--- config.mk ---
export PLATFORM = sky130hd
export DESIGN_NAME = data_sync_tx_arbiter_flat
export DESIGN_NICKNAME = d
export VERILOG_FILES = /design/src/rtl/data_sync_tx_arbiter_if.sv /design/src/rtl/data_sync_tx_arbiter.sv /design/src/flat_wrapper.sv
export SDC_FILE = /design/constraint.sdc
export NUM_CORES = 1
export LEC_CHECK = 0
export CAP_MARGIN = 25
export CELL_PAD_IN_SITES_DETAIL_PLACEMENT = 0
export CELL_PAD_IN_SITES_GLOBAL_PLACEMENT = 2
export CORE_MARGIN = 4
export CORE_UTILIZATION = 22
export CTS_CLUSTER_SIZE = 40
export DETAILED_ROUTE_END_ITERATION = 6
export HOLD_SLACK_MARGIN = 0.12
export PLACE_DENSITY_LB_ADDON = 0.1
export SLEW_MARGIN = 15
export SYNTH_ARGS = -nofsm -noshare
export SYNTH_HDL_FRONTEND = slang
export SYNTH_SLANG_ARGS = --single-unit
--- constraint.sdc ---
create_clock -name CLK -period 1.6 [get_ports CLK]
set_input_delay 0.16 -clock CLK [delete_from_list [all_inputs] [get_ports CLK]]
set_output_delay 0.16 -clock CLK [all_outputs]
set_load 0.01 [all_outputs]
--- src/rtl/data_sync_tx_arbiter_if.sv ---
// Bundle of the requester and synchronizer-side signals of data_sync_tx_arbiter.
// The slave modport is the arbiter view; the master modport is the requester/bench view.
interface data_sync_tx_arbiter_if #(
  parameter int NUM_REQ   = 4,
  parameter int BUS_WIDTH = 8
);
  localparam int ID_W = (NUM_REQ > 1) ? $clog2(NUM_REQ) : 1;

  logic [NUM_REQ-1:0]           req;
  logic [NUM_REQ*BUS_WIDTH-1:0] req_data;
  logic [NUM_REQ-1:0]           gnt;
  logic [ID_W-1:0]              gnt_id;
  logic                         busy;
  logic [BUS_WIDTH-1:0]         unsync_bus;
  logic                         bus_enable;

  modport master (
    output req, req_data,
    input  gnt, gnt_id, busy, unsync_bus, bus_enable
  );

  modport slave (
    input  req, req_data,
    output gnt, gnt_id, busy, unsync_bus, bus_enable
  );
endinterface

--- src/rtl/data_sync_tx_arbiter.sv ---
// Source-side scheduler that shares one bus-synchronizer crossing between several
// requesters: round-robin pick, registered data, then a fixed high/low enable window
// so the destination synchronizer sees one clean, separated enable per transfer.
module data_sync_tx_arbiter #(
  parameter int BUS_WIDTH   = 8,
  parameter int NUM_REQ     = 4,
  parameter int HOLD_CYCLES = 4,
  parameter int GAP_CYCLES  = 4
) (
  input logic CLK,
  input logic RST,
  data_sync_tx_arbiter_if.slave bus
);

  localparam int ID_W    = (NUM_REQ > 1) ? $clog2(NUM_REQ) : 1;
  localparam int MAX_CYC = (HOLD_CYCLES > GAP_CYCLES) ? HOLD_CYCLES : GAP_CYCLES;
  localparam int CNT_W   = (MAX_CYC > 1) ? $clog2(MAX_CYC) : 1;

  typedef enum logic [1:0] {
    IDLE,
    HOLD,
    GAP
  } state_t;

  state_t               state_q, state_d;
  logic [CNT_W-1:0]     cnt_q, cnt_d;
  logic [ID_W-1:0]      ptr_q, ptr_d;
  logic [NUM_REQ-1:0]   gnt_q, gnt_d;
  logic [ID_W-1:0]      gnt_id_q, gnt_id_d;
  logic                 busy_q, busy_d;
  logic [BUS_WIDTH-1:0] unsync_bus_q, unsync_bus_d;
  logic                 bus_enable_q, bus_enable_d;

  logic                 found;
  logic [ID_W-1:0]      win;
  logic [ID_W:0]        cand;

  // Rotating search from the last winner, then next-state/output computation of the FSM.
  always_comb begin
    state_d      = state_q;
    cnt_d        = cnt_q;
    ptr_d        = ptr_q;
    gnt_d        = '0;
    gnt_id_d     = gnt_id_q;
    unsync_bus_d = unsync_bus_q;
    bus_enable_d = bus_enable_q;
    found        = 1'b0;
    win          = '0;
    cand         = '0;

    for (int i = 1; i <= NUM_REQ; i++) begin
      cand = {1'b0, ptr_q} + (ID_W+1)'(i);
      if (cand >= (ID_W+1)'(NUM_REQ)) begin
        cand = cand - (ID_W+1)'(NUM_REQ);
      end
      if (!found && bus.req[cand[ID_W-1:0]]) begin
        found = 1'b1;
        win   = cand[ID_W-1:0];
      end
    end

    case (state_q)
      IDLE: begin
        if (found) begin
          gnt_d[win]   = 1'b1;
          gnt_id_d     = win;
          ptr_d        = win;
          unsync_bus_d = bus.req_data[int'(win)*BUS_WIDTH +: BUS_WIDTH];
          bus_enable_d = 1'b1;
          state_d      = HOLD;
          cnt_d        = CNT_W'(HOLD_CYCLES - 1);
        end
      end
      HOLD: begin
        if (cnt_q != '0) begin
          cnt_d = cnt_q - 1'b1;
        end else begin
          bus_enable_d = 1'b0;
          state_d      = GAP;
          cnt_d        = CNT_W'(GAP_CYCLES - 1);
        end
      end
      GAP: begin
        if (cnt_q != '0) begin
          cnt_d = cnt_q - 1'b1;
        end else begin
          state_d = IDLE;
        end
      end
      default: begin
        state_d      = IDLE;
        bus_enable_d = 1'b0;
      end
    endcase

    busy_d = (state_d != IDLE);
  end

  // All state and outputs registered; reset abandons any transfer in flight.
  always_ff @(posedge CLK or negedge RST) begin
    if (!RST) begin
      state_q      <= IDLE;
      cnt_q        <= '0;
      ptr_q        <= ID_W'(NUM_REQ - 1);
      gnt_q        <= '0;
      gnt_id_q     <= '0;
      busy_q       <= 1'b0;
      unsync_bus_q <= '0;
      bus_enable_q <= 1'b0;
    end else begin
      state_q      <= state_d;
      cnt_q        <= cnt_d;
      ptr_q        <= ptr_d;
      gnt_q        <= gnt_d;
      gnt_id_q     <= gnt_id_d;
      busy_q       <= busy_d;
      unsync_bus_q <= unsync_bus_d;
      bus_enable_q <= bus_enable_d;
    end
  end

  assign bus.gnt        = gnt_q;
  assign bus.gnt_id     = gnt_id_q;
  assign bus.busy       = busy_q;
  assign bus.unsync_bus = unsync_bus_q;
  assign bus.bus_enable = bus_enable_q;

endmodule

--- src/flat_wrapper.sv ---
// flat-port wrapper written by rule: the top's interface ports become plain ports
module data_sync_tx_arbiter_flat 
#(
  parameter int BUS_WIDTH   = 8,
  parameter int NUM_REQ     = 4,
  parameter int HOLD_CYCLES = 4,
  parameter int GAP_CYCLES  = 4
)
  (CLK, RST, bus_req, bus_req_data, bus_gnt, bus_gnt_id, bus_busy, bus_unsync_bus, bus_bus_enable);
  data_sync_tx_arbiter_if #(.NUM_REQ(NUM_REQ), .BUS_WIDTH(BUS_WIDTH)) bus_i ();
  input logic CLK;
  input logic RST;
  input wire logic [$bits(bus_i.req)-1:0] bus_req;
  input wire logic [$bits(bus_i.req_data)-1:0] bus_req_data;
  output wire logic [$bits(bus_i.gnt)-1:0] bus_gnt;
  output wire logic [$bits(bus_i.gnt_id)-1:0] bus_gnt_id;
  output wire logic [$bits(bus_i.busy)-1:0] bus_busy;
  output wire logic [$bits(bus_i.unsync_bus)-1:0] bus_unsync_bus;
  output wire logic [$bits(bus_i.bus_enable)-1:0] bus_bus_enable;
  assign bus_i.req = bus_req;
  assign bus_i.req_data = bus_req_data;
  assign bus_gnt = bus_i.gnt;
  assign bus_gnt_id = bus_i.gnt_id;
  assign bus_busy = bus_i.busy;
  assign bus_unsync_bus = bus_i.unsync_bus;
  assign bus_bus_enable = bus_i.bus_enable;
  data_sync_tx_arbiter #(.BUS_WIDTH(BUS_WIDTH), .NUM_REQ(NUM_REQ), .HOLD_CYCLES(HOLD_CYCLES), .GAP_CYCLES(GAP_CYCLES)) u_core (.CLK(CLK), .RST(RST), .bus(bus_i));
endmodule
Yosys cells after proc, flatten, opt, wreduce, memory -nomap -nowiden --
Cells that the tools add are included.
Operators by class: $add $sub $neg 9, magnitude comparators 10, eq/ne operators 5, shift-type cells 1, multiplexer cells 35, bitwise logic cells 1, reductions and logical operators 14
Operators with widths (count):
- 32-bit by 6-bit variable part select with 8-bit output | 1
- 2-bit 2-to-1 mux | 14
- 2-bit by 3-bit < comparator with 1-bit output, second input constant | 5
- 3-bit >= comparator, second input constant | 4
- 2-bit one-hot mux with 3 select lines | 2
- 1-bit 2-to-1 mux | 11
- 2-bit by 1-bit subtractor with 2-bit output, second input constant | 5
- 1-bit binary-select mux with 2-bit select | 4
- 4-bit 2-to-1 mux | 2
- 2-bit by 2-bit adder with 3-bit output, second input constant | 2
- 3-bit AND reduction | 2
- 1-bit logical AND | 4
- 2-bit by 1-bit != test with 1-bit output, second input constant | 2
- 2-bit nonzero test | 2
- 2-bit by 1-bit adder with 3-bit output, second input constant | 1
- 2-bit by 3-bit adder with 3-bit output, second input constant | 1
- 1-bit zero test | 3
- 1-bit one-hot mux with 3 select lines | 1
- 3-bit nonzero test | 1
- 1-bit demux with 2-bit select | 1
- 2-bit by 1-bit equality test with 1-bit output, second input constant | 1
- 2-bit equality test, second input constant | 1
- 2-bit by 1-bit >= comparator with 1-bit output, second input constant | 1
- 2-bit zero test | 1
- 3 further kinds | 3
Storage, ports and cells: register bits after elaboration 22, bits of input ports 38, output and inout bits 16, word-level logic and storage cells 83

Longest topological paths before layout --
depth after elaboration 21, mapped depth 7, gate-level depth less buffers 7

Worst setup path after synthesis --
No wires, ideal clock.
kind reg2reg, start register u_core.ptr_q[1], end register u_core.unsync_bus_q[1], in the netlist u_core.bus.unsync_bus[1], library setup time 140 ps, data arrival time 1439 ps, data required time 1460 ps, setup slack 21 ps, stages on the path, launching flop included 7, path buffers 1, period minus slack after synthesis 1579 ps, cells stage by stage dfstp_2 > nand2b_1 > a21oi_2 > o221ai_4 > buf_6 > mux2i_1 > o221ai_1
Between the ends: cells in the longest elaborated chain, start to end 16, elaborated cells on any way between the ends 40, classes of those cells add/sub: 8; order compare: 4; shift: 1; mux: 20; reduce/logical: 7
Ends and longest elaborated chain:
- start: declaration | RTL line data_sync_tx_arbiter.sv:27 | logic [ID_W-1:0] ptr_q, ptr_d;
- start signal: assignment | RTL line data_sync_tx_arbiter.sv:104 | ptr_q <= ID_W'(NUM_REQ - 1);
- start signal: assignment | RTL line data_sync_tx_arbiter.sv:113 | ptr_q <= ptr_d;
- 2-bit by 1-bit adder with 3-bit output | RTL line data_sync_tx_arbiter.sv:52 | cand = {1'b0, ptr_q} + (ID_W+1)'(i);
- 3-bit >= comparator / 2-bit by 1-bit subtractor with 2-bit output (equally long branches) | RTL line data_sync_tx_arbiter.sv:53, data_sync_tx_arbiter.sv:54
- 2-bit 2-to-1 mux | RTL line data_sync_tx_arbiter.sv:53 | if (cand >= (ID_W+1)'(NUM_REQ)) begin
- 1-bit binary-select mux with 2-bit select | RTL line data_sync_tx_arbiter.sv:56 | if (!found && bus.req[cand[ID_W-1:0]]) begin
- 1-bit 2-to-1 mux (not written as such) | RTL line data_sync_tx_arbiter.sv:56
- 1-bit 2-to-1 mux | RTL line data_sync_tx_arbiter.sv:56
- 1-bit zero test | RTL line data_sync_tx_arbiter.sv:56
- 1-bit logical AND | RTL line data_sync_tx_arbiter.sv:56
- 1-bit 2-to-1 mux | RTL line data_sync_tx_arbiter.sv:56
- 1-bit zero test | RTL line data_sync_tx_arbiter.sv:56
- 1-bit logical AND | RTL line data_sync_tx_arbiter.sv:56
- 1-bit 2-to-1 mux | RTL line data_sync_tx_arbiter.sv:56
- 1-bit zero test | RTL line data_sync_tx_arbiter.sv:56
- 1-bit logical AND | RTL line data_sync_tx_arbiter.sv:56
- 2-bit 2-to-1 mux / 1-bit 2-to-1 mux (equally long branches) | RTL line data_sync_tx_arbiter.sv:56
- 32-bit by 6-bit variable part select with 8-bit output / 2-bit AND reduction (equally long branches)
- end signal: assignment | RTL line data_sync_tx_arbiter.sv:117 | unsync_bus_q <= unsync_bus_d;
- end: declaration | RTL line data_sync_tx_arbiter.sv:31 | logic [BUS_WIDTH-1:0] unsync_bus_q, unsync_bus_d;
Parallel ways exist; a longest one is shown, timed or not. The select of a mux whose other input is x is not followed. A chain may end at the register's enable or synchronous reset.

Worst setup path in the final report --
start register u_core.ptr_q[1], end register u_core.unsync_bus_q[5], in the netlist u_core.bus.unsync_bus[5]
The elaborated chain is that of the path after synthesis.

==> results by group <==
Floorplan
  • # IOs: 54
  • Core area: 5238 um^2
  • Initial Utilization: 0.2327
  • Die Area: 6794 um^2
  • Die height: 82.43 um
  • Rows: 26
  • DIE WIDTH: 82.43 um

STA
  • Relative slew slack: 0.7953
  • Final hold slack: 0.2477 ns
  • Fin worst setup slack: -0.05863 ns
  • Hold Vio Cnt, Final: 0
  • Fin crit period: 1.659 ns
  • Worst-margin pin slew: 0.3045 ns
  • Max Freq: 602.9 MHz
  • Fin Clk Skew: 0.001397 ns
  • RSZ-0062 raised after global routing: yes
  • Setup Total Neg Slack: -0.3059 ns
  • Count of pins over their slew limit: 0
  • Final worst path period share: 1.037
  • Final setup vio count: 8

Power
  • Switching part of the total: 0.3722
  • Clock share of power: 0.111
  • VDD IR max: 0.0008251 V
  • Switching power total: 0.001325 W
  • Internal: 0.002236 W
  • Pwr dens: 1729 nW/um^2
  • Reg power frac: 0.278
  • Leakage power: 0.9242 nW
  • Combinational share of power: 0.611

Route
  • Pre-antenna DRT Iters: 4
  • DRC viols: 0
  • Drt total wl: 3539 um
  • Avg WL per Cell: 13.77 um
  • DR iter-0 viols: 33
  • Via/cell ratio: 4.272
  • DR vias: 1,098
  • Final ANT Viol Nets: 0

Synth
  • Adder-cell share of the synthesized area: 0.05133
  • Post-synthesis mux area share: 0.1396
  • Largest family of logic cells by synthesized area: compound AO/OA/AOI/OAI gates
  • Syn_area_per_cell: 10.78 um^2
  • Register area share after synthesis: 0.4538
  • Synth Register Bits: 22
  • Syn Std Cell Area: 1219 um^2
  • Netlist cell types: 30
  • Post-synthesis compound-gate area fraction: 0.1694
  • XOR/XNOR Fraction of Synth Area: 0
  • Simple-gate share of the synthesized area: 0.1335
  • Syn_nets: 156
  • YS warnings: 0
  • Syn Inst Count: 113

Place
  • Buffers on Ports: 53
  • Post-DP HPWL: 2758 um
  • Placed cells: 250
  • Placer Congestion: 0.7480

Final layout
  • Non-Filler Instances: 257
  • Storage element area: 553.0 um^2
  • Nets@finish: 231
  • Area Growth Syn to Fin: 68.99%
  • Commonest non-fill, non-tap cell in the layout: clkdlybuf4s50_1
  • Multi-input logic area: 638.1 um^2
  • # diodes: 0
  • Post-layout util: 0.3932
  • Layout fillers: 509
  • Commonest cells after routing, fill and taps aside: clkdlybuf4s50_1 (52), buf_4 (20), dfrtp_1 (20)
  • Share of cells above drive strength 1: 0.2032

Hold path
  • Hold Path Class: in2async

Critical path
  • CP Class: reg2reg
  • Crit-path max FO: 21
  • Critical Path Start: u_core.ptr_q[1]
  • Crit end category: flop
  • CP required: 1.73 ns
  • CP arrival: 1.79 ns
  • CP Launch Type: flop
  • Worst Reg-to-Reg Cells: 6
  • Critical register-to-register path startpoint: u_core.ptr_q[1]

Clock network
  • Root buffer cell: clkbuf_8
  • H-tree depth: 1
  • Clk_lat worst skew: 0.26 ns
  • Clk sinks: 22
  • CTS tree: yes
  • CTS Buffer Depth: 2
  • Num CTS Buffers: 3
  • Clk slew on worst S/H paths: 0.08 ns

Job
  • Max-Cap Viols: 0

Global route
  • GRT Overall Usage: 0.1080
  • First-pass GRT wire length: 5609 um
  • Total grt overflow: 0
  • Initial antenna violation count: 0
  • Number of global-route vias before repair: 1,192
  • Largest net degree at the start of global routing: 23

Status
  • Failing checks: setup timing
  • Outcome: finished with violations
stage by stage:
stage | cell area, um^2 | total power (W) | worst slack (ns)
4_1_cts | 2018 | 0.003539 | -0.07155
6_report | 2059 | 0.003561 | -0.05863
2_1_floorplan | 1219 | 0.002117 | 0.02123
3_5_place_dp | 1943 | 0.003063 | -0.3076
3_3_place_gp | 1943 | 0.003032 | -0.2320
5_1_grt | 2059 | 0.003901 | -0.1522
path summary, 6_finish.rpt:
| check | end | slack (ns) |
|---|---|---|
| max in group asynchronous | u_core.ptr_q[0] | 1.07 |
| hold / removal | u_core.bus.bus_enable | 0.25 |
| hold reg to reg | u_core.bus.unsync_bus[2] | 0.50 |
| min in group CLK | u_core.bus.gnt[1] | 0.48 |
| setup reg to reg | u_core.bus.unsync_bus[5] | -0.06 |
| setup / recovery | u_core.bus.unsync_bus[5] | -0.06 |
synthesized netlist by cell type:
cell type / instances / area share
mux2i_1: 17 / 0.14
inv_1: 6 / 0.018
nand3_1: 1 / 0.0041
o221ai_1: 8 / 0.057
buf_6: 1 / 0.0092
nor3_1: 1 / 0.0041
a221oi_1: 1 / 0.0072
a31o_1: 1 / 0.0072
buf_12: 1 / 0.016
a21oi_2: 1 / 0.0072
nand2_1: 15 / 0.046
o22ai_1: 1 / 0.0051
nor2_1: 7 / 0.022
nand2b_1: 4 / 0.021
nor4_2: 1 / 0.010
nor2b_1: 2 / 0.010
a21oi_1: 5 / 0.021
and3_1: 1 / 0.0051
or2_1: 1 / 0.0051
a211oi_2: 1 / 0.010
o32a_1: 1 / 0.0082
dfrtp_1: 20 / 0.41
o31ai_1: 1 / 0.0062
ha_1: 5 / 0.051
o21ai_0: 3 / 0.012
and2b_1: 1 / 0.0062
o221ai_4: 1 / 0.022
buf_2: 2 / 0.0082
a211oi_1: 1 / 0.0062
dfstp_2: 2 / 0.043
cell type report:
| cell class | count | share of cell area |
|---|---|---|
| Tap cell | 70 | 0.04253 |
| Sequential cell | 22 | 0.2685 |
| Inverter | 6 | 0.01094 |
| Timing Repair Buffer | 74 | 0.3414 |
| Multi-Input combinational cell | 81 | 0.3098 |
| Clock buffer | 4 | 0.02673 |
flip-flops by register name, indices dropped and copies added (netlist names):
signal / count
u_core.cnt_q: 2
u_core.bus.busy: 1
u_core.bus.gnt_id: 2
u_core.bus.bus_enable: 1
u_core.bus.gnt: 4
u_core.state_q: 2
u_core.bus.unsync_bus: 8
u_core.ptr_q: 2
timing repair:
item                       CTS  global route
gates resized for setup      2             8
hold buffers                 0             0
setup buffers                1             2
gates cloned                 0             0
pin swaps                    2             4
setup endpoints to repair    9            16
critical path: stages, from the launching register on:
cell and delay [ns]:
dfstp_2 0.57, nand2b_4 0.14, a21oi_4 0.06, o221ai_4 0.19, buf_12 0.21, mux2i_1 0.22
o221ai_1 0.13
cell families (layout without fill, tap and decap cells):
group                      after synthesis  in the layout
adders and majority gates                5              5
muxes                                   17             17
and+or+nand+nor                         34             34
DFF                                     22             22
buffers and inverters                   10             84
AOI/OAI and AO/OA                       25             25
metal layers:
| layer | GRT usage | part of all wire |
|---|---|---|
| met1 | 0.1355 | 0.43 |
| met4 | 0.02492 | 0.0076 |
| met2 | 0.1811 | 0.51 |
| met5 | 0 | 0 |
| met3 | 0.03254 | 0.053 |
power by group through the flow:
stage	Sequential, W	Combinational (W)	Clock (W)
after floorplan	0.00108	0.00104	0
after global placement	0.000997	0.00203	0
after detailed placement	0.000995	0.00207	0
after CTS	0.000995	0.00212	0.000420
after global routing	0.00103	0.00243	0.000442
final	0.000992	0.00217	0.000395
(Power assumes the default switching activity.)
